==> config.mk <==
export PLATFORM = sky130hd
export DESIGN_NAME = gcd_arbiter
export DESIGN_NICKNAME = d
export VERILOG_FILES = /design/src/rtl/gcd_arbiter.sv
export SDC_FILE = /design/constraint.sdc
export NUM_CORES = 1
export LEC_CHECK = 0
export CORE_ASPECT_RATIO = 1.2
export CORE_MARGIN = 2
export CORE_UTILIZATION = 44
export CTS_CLUSTER_DIAMETER = 40
export DETAILED_ROUTE_END_ITERATION = 8
export PLACE_DENSITY = 0.82
export SLEW_MARGIN = 25
export SYNTH_ARGS = -nofsm -noshare
export SYNTH_HDL_FRONTEND = slang
export SYNTH_SLANG_ARGS = --single-unit
==> constraint.sdc <==
create_clock -name clk -period 3.9 [get_ports clk]
set_input_delay 0.78 -clock clk [delete_from_list [all_inputs] [get_ports clk]]
set_output_delay 0.78 -clock clk [all_outputs]
set_load 0.02 [all_outputs]
==> src/rtl/gcd_arbiter.sv <==
// Round-robin arbiter that shares one GCD engine among four requesters.
// Zero operands bypass the engine; a stuck engine is aborted after TIMEOUT wait cycles.
module gcd_arbiter #(
  parameter int unsigned TIMEOUT = 511
) (
  input  logic        clk,
  input  logic        rst,
  input  logic [3:0]  req,
  input  logic [31:0] a_in,
  input  logic [31:0] b_in,
  output logic [3:0]  ack,
  output logic [7:0]  result,
  output logic        err,
  output logic [1:0]  grant_id,
  output logic        busy,
  output logic        eng_start,
  output logic [7:0]  eng_a,
  output logic [7:0]  eng_b,
  input  logic        eng_done,
  input  logic [7:0]  eng_gcd
);

  localparam int unsigned N_REQ = 4;
  localparam int unsigned DW    = 8;
  localparam int unsigned IW    = 2;
  localparam int unsigned CW    = 10;

  typedef enum logic [1:0] {S_IDLE, S_LAUNCH, S_WAIT, S_RESP} state_e;

  state_e        state_q, state_d;
  logic [IW-1:0] ptr_q, ptr_d;
  logic [CW-1:0] cnt_q, cnt_d;
  logic [DW-1:0] opa_q, opa_d;
  logic [DW-1:0] opb_q, opb_d;
  logic [IW-1:0] gid_q, gid_d;
  logic [DW-1:0] result_q, result_d;
  logic          err_q, err_d;
  logic [3:0]    ack_q, ack_d;
  logic          busy_q, busy_d;
  logic          start_q, start_d;

  logic          win_found;
  logic [IW-1:0] win_idx;
  logic [IW-1:0] scan_idx;
  logic [DW-1:0] win_a, win_b;
  logic [CW-1:0] cnt_inc;

  // First asserted request scanning upward from the round-robin pointer
  always_comb begin
    win_found = 1'b0;
    win_idx   = ptr_q;
    scan_idx  = ptr_q;
    for (int k = 0; k < int'(N_REQ); k++) begin
      scan_idx = ptr_q + IW'(k);
      if (!win_found && req[scan_idx]) begin
        win_found = 1'b1;
        win_idx   = scan_idx;
      end
    end
    win_a = a_in[{win_idx, 3'b000} +: DW];
    win_b = b_in[{win_idx, 3'b000} +: DW];
  end

  assign cnt_inc = cnt_q + CW'(1);

  always_comb begin
    state_d  = state_q;
    ptr_d    = ptr_q;
    cnt_d    = cnt_q;
    opa_d    = opa_q;
    opb_d    = opb_q;
    gid_d    = gid_q;
    result_d = result_q;
    err_d    = err_q;
    case (state_q)
      S_IDLE: begin
        if (win_found) begin
          gid_d = win_idx;
          opa_d = win_a;
          opb_d = win_b;
          err_d = 1'b0;
          if (win_a == '0 || win_b == '0) begin
            result_d = win_a | win_b;
            state_d  = S_RESP;
          end else begin
            state_d = S_LAUNCH;
          end
        end
      end
      S_LAUNCH: begin
        cnt_d   = '0;
        state_d = S_WAIT;
      end
      S_WAIT: begin
        cnt_d = cnt_inc;
        // Engine completion takes priority over a coincident timeout
        if (eng_done) begin
          result_d = eng_gcd;
          err_d    = 1'b0;
          state_d  = S_RESP;
        end else if (cnt_inc == CW'(TIMEOUT)) begin
          result_d = '0;
          err_d    = 1'b1;
          state_d  = S_RESP;
        end
      end
      S_RESP: begin
        ptr_d   = gid_q + IW'(1);
        state_d = S_IDLE;
      end
      default: state_d = S_IDLE;
    endcase
    ack_d   = (state_d == S_RESP) ? (4'b0001 << gid_d) : 4'b0000;
    busy_d  = (state_d != S_IDLE);
    start_d = (state_d == S_LAUNCH);
  end

  always_ff @(posedge clk) begin
    if (rst) begin
      state_q  <= S_IDLE;
      ptr_q    <= '0;
      cnt_q    <= '0;
      opa_q    <= '0;
      opb_q    <= '0;
      gid_q    <= '0;
      result_q <= '0;
      err_q    <= 1'b0;
      ack_q    <= '0;
      busy_q   <= 1'b0;
      start_q  <= 1'b0;
    end else begin
      state_q  <= state_d;
      ptr_q    <= ptr_d;
      cnt_q    <= cnt_d;
      opa_q    <= opa_d;
      opb_q    <= opb_d;
      gid_q    <= gid_d;
      result_q <= result_d;
      err_q    <= err_d;
      ack_q    <= ack_d;
      busy_q   <= busy_d;
      start_q  <= start_d;
    end
  end

  assign ack       = ack_q;
  assign result    = result_q;
  assign err       = err_q;
  assign grant_id  = gid_q;
  assign busy      = busy_q;
  assign eng_start = start_q;
  assign eng_a     = opa_q;
  assign eng_b     = opb_q;

endmodule

==> impl_metrics.json <==
{
  "wire_per_inst_um": 16.79,
  "fin_crit_ns": 3.756,
  "critPathLaunch": "req[3]",
  "multiInputGateArea_mm2": 0.001848,
  "leakagePower_uw": 0.001718,
  "vias_per_cell": 5.639,
  "synthFlopType": "dfxtp_1",
  "seqPwrFrac_pct": 32.5,
  "antenna_cells": 0,
  "core_area_mm2": 0.006128,
  "netSwitchingFraction_pct": 34.73,
  "htreeDepth": 2,
  "drc_errors": 0,
  "crit_path_end_kind": "flip-flop",
  "dr.pass1.iters": 5,
  "synth.distinct_cells": 37,
  "seq_area_um2": 940.9,
  "grt-ovfl-total": 0,
  "final_area_mm2": 0.004481,
  "ys_ff_latch": 47,
  "die_w_um": 77.10,
  "fillers": 499,
  "final_cell_mix": "clkdlybuf4s50_1, nor2_1, dfxtp_1",
  "hold_slack_ns": 0.4579,
  "slowest_stage": "or4_1",
  "syn_area_mm2": 0.002821,
  "max_freq_mhz": 266.3,
  "ys_seq_area_share_pct": 33.35,
  "crit_path_max_incr_delay_ns": 0.59,
  "grt_start_max_net_pins": 50,
  "row_count": 31,
  "synth_xor_area_share_pct": 1.242,
  "start_util_pct": 46.04,
  "startpoint_type": "primary input",
  "tns_ns": 0,
  "r2r-start": "ptr_q[0]$_SDFFE_PP0N_",
  "hpwlAfterDp_mm": 7.190,
  "cts.reportedPaths.clkPinSlew_ns": 0.09,
  "cts_buffers": 5,
  "run_status": "completed",
  "drive_above_1_share_pct": 14.48,
  "tightest_slew_ns": 0.8279,
  "hold_viol": 0,
  "synth-async-reset-ratio_pct": 0,
  "vias": 3344,
  "synth_compound_area_share_pct": 26.47,
  "setup_slack_ns": 0.1441,
  "cts_buffer_depth": 2,
  "first_iter_violations": 259,
  "ir_drop_mv": 0.3623,
  "clockRootBuffer": "clkbuf_8",
  "place_area_mm2": 0.004202,
  "drv_slew": 0,
  "maxCapViolations": 0,
  "placed_cells": 584,
  "p_per_area_mw_per_mm2": 395.5,
  "period_share_pct": 96.30,
  "nNetsFinal": 595,
  "p_int_uw": 1157,
  "hp-class": "flip-flop to flip-flop",
  "synthCells": 384,
  "drtAntennaViolNets": 0,
  "p_comb_share_pct": 43.0,
  "dieHeight_um": 91.72,
  "synth_simple_gate_area_share_pct": 30.47,
  "areaGrowthSynthToFinish_pct": 58.80,
  "syn-mean-instance-area_um2": 7.348,
  "dp_slack_ns": -0.4558,
  "place.gp.congestion": 0.8878,
  "finalWirelength_mm": 9.956,
  "setup_viol": 0,
  "cp_cell_sequence": "clkdlybuf4s50_1 -> and3b_1 -> or4_1 -> buf_12 -> and3_1 -> a211oi_1 -> o22ai_1 -> or4_1 -> and3_4 -> o41ai_1",
  "port_buffers": 111,
  "fin_cells": 593,
  "hold_buffers": 0,
  "yosys_warnings": 0,
  "cpMostUsedCell": "or4_1",
  "yosys-mux-area-fraction_pct": 0,
  "cts.sinks": 47,
  "synth-edff-count": 0,
  "final_common_cell": "clkdlybuf4s50_1",
  "relSlewSlack_pct": 44.81,
  "critPathKind": "primary input to flip-flop",
  "synth.net_count": 469,
  "skew_ns": 0.009945,
  "worstPathMaxFanout": 34,
  "io-pin-count": 112,
  "die-area_mm2": 0.007072,
  "antenna_found_initial": 0,
  "grt_pass1_wl_mm": 15.74,
  "power_switching_uw": 615.5,
  "p_clk_share_pct": 24.5,
  "synthAdderAreaFrac_pct": 2.661,
  "cts_tree": "yes",
  "synth_top_family_by_area": "simple AND/OR/NAND/NOR gates",
  "cp.arrival_ns": 3.96,
  "clk_latency_ns": 0.31,
  "grt_pass1_vias": 3193,
  "hold_start": "eng_b[4]$_SDFFE_PP0P_",
  "track_usage_pct": 27.50,
  "required_ns": 4.10
}
## path summary, 6_finish.rpt
kind | end | slack [ns] | depth (start not counted)
max | result[0]$_SDFFE_PP0P_ | 0.14 | 10
min | eng_b[4]$_SDFFE_PP0P_ | 0.46 | 2
min reg2reg | eng_b[4]$_SDFFE_PP0P_ | 0.46 | 2
max reg2reg | result[0]$_SDFFE_PP0P_ | 0.70 | 9
## critical path, delay by kind of cell
kind / cells / cell delay (ns)
and+or+nand+nor: 5 / 1.67
AOI/OAI and AO/OA: 3 / 0.78
buffers and inverters: 2 / 0.70
## registers in the layout (all words and copies together), names as in the netlist
name and cells:
grant_id 2, busy 1, state_q 2, eng_b 8, eng_start 1, result 8, ack 4, eng_a 8
ptr_q 2, cnt_q 10, err 1
## metal layers
| layer | share of wire (%) | track usage (%) | wire length (um) |
|---|---|---|---|
| met4 | 2.8 | 12.20 | 283 |
| met1 | 41 | 32.97 | 4043 |
| met2 | 50 | 47.30 | 5011 |
| met3 | 6.2 | 5.709 | 618 |
| met5 | 0 | 0 | 0 |
## repair_timing
action	CTS	global route
buffers inserted	0	1
gates resized for setup	4	23
pin swaps	0	3
setup endpoints to repair	9	12
## layout make-up
cell class                 instances  share of cell area, %
inverter                           6                 0.5027
timing repair buffer             148                  31.83
multi-input combinational        302                  41.25
tap                               82                  2.290
clock inverter                     3                  1.592
sequential                        47                  21.00
clock buffer                       5                  1.536
## power by group through the flow
stage	clock network [uW]	logic (uW)	registers, uW
final	435	761	576
after global routing	462	819	584
after CTS	442	730	576
after detailed placement	0	722	586
after global placement	0	708	584
after floorplan	0	331	654
## Yosys cell counts (2+ instances only)
cell type | n | share of area (%)
o41ai_2 | 2 | 1.2
buf_6 | 4 | 1.6
buf_2 | 2 | 0.35
dfxtp_1 | 47 | 33
o41ai_1 | 6 | 1.9
o21ai_1 | 11 | 2.0
inv_1 | 6 | 0.80
nor3_1 | 6 | 1.1
nor2b_1 | 14 | 3.1
nand3_1 | 6 | 1.1
nor3b_1 | 3 | 0.80
nand2b_1 | 2 | 0.44
clkbuf_1 | 16 | 2.1
and3_1 | 34 | 7.5
nor2_1 | 54 | 7.2
o22ai_1 | 8 | 1.8
o21ai_0 | 7 | 1.2
ha_1 | 6 | 2.7
xnor2_1 | 4 | 1.2
a211oi_1 | 36 | 9.6
nor4_1 | 3 | 0.67
or4_1 | 4 | 1.1
a31oi_1 | 8 | 1.8
nand2_1 | 46 | 6.1
buf_1 | 7 | 0.93
a21oi_1 | 31 | 5.5
## metrics by stage
step	utilization (%)	total power, uW
final	73.11	1772
after global routing	73.11	1865
after floorplan	-	985.8
after global placement	68.56	1292
after detailed placement	68.56	1308
after CTS	71.11	1748
## logic make-up after synthesis
logic type | after synthesis
simple gates | 177
compound gates | 115
flops | 47
buf+inv | 35
fa+ha+maj | 6
xor+xnor | 4
Note: power is estimated with default switching activity, not from simulation.
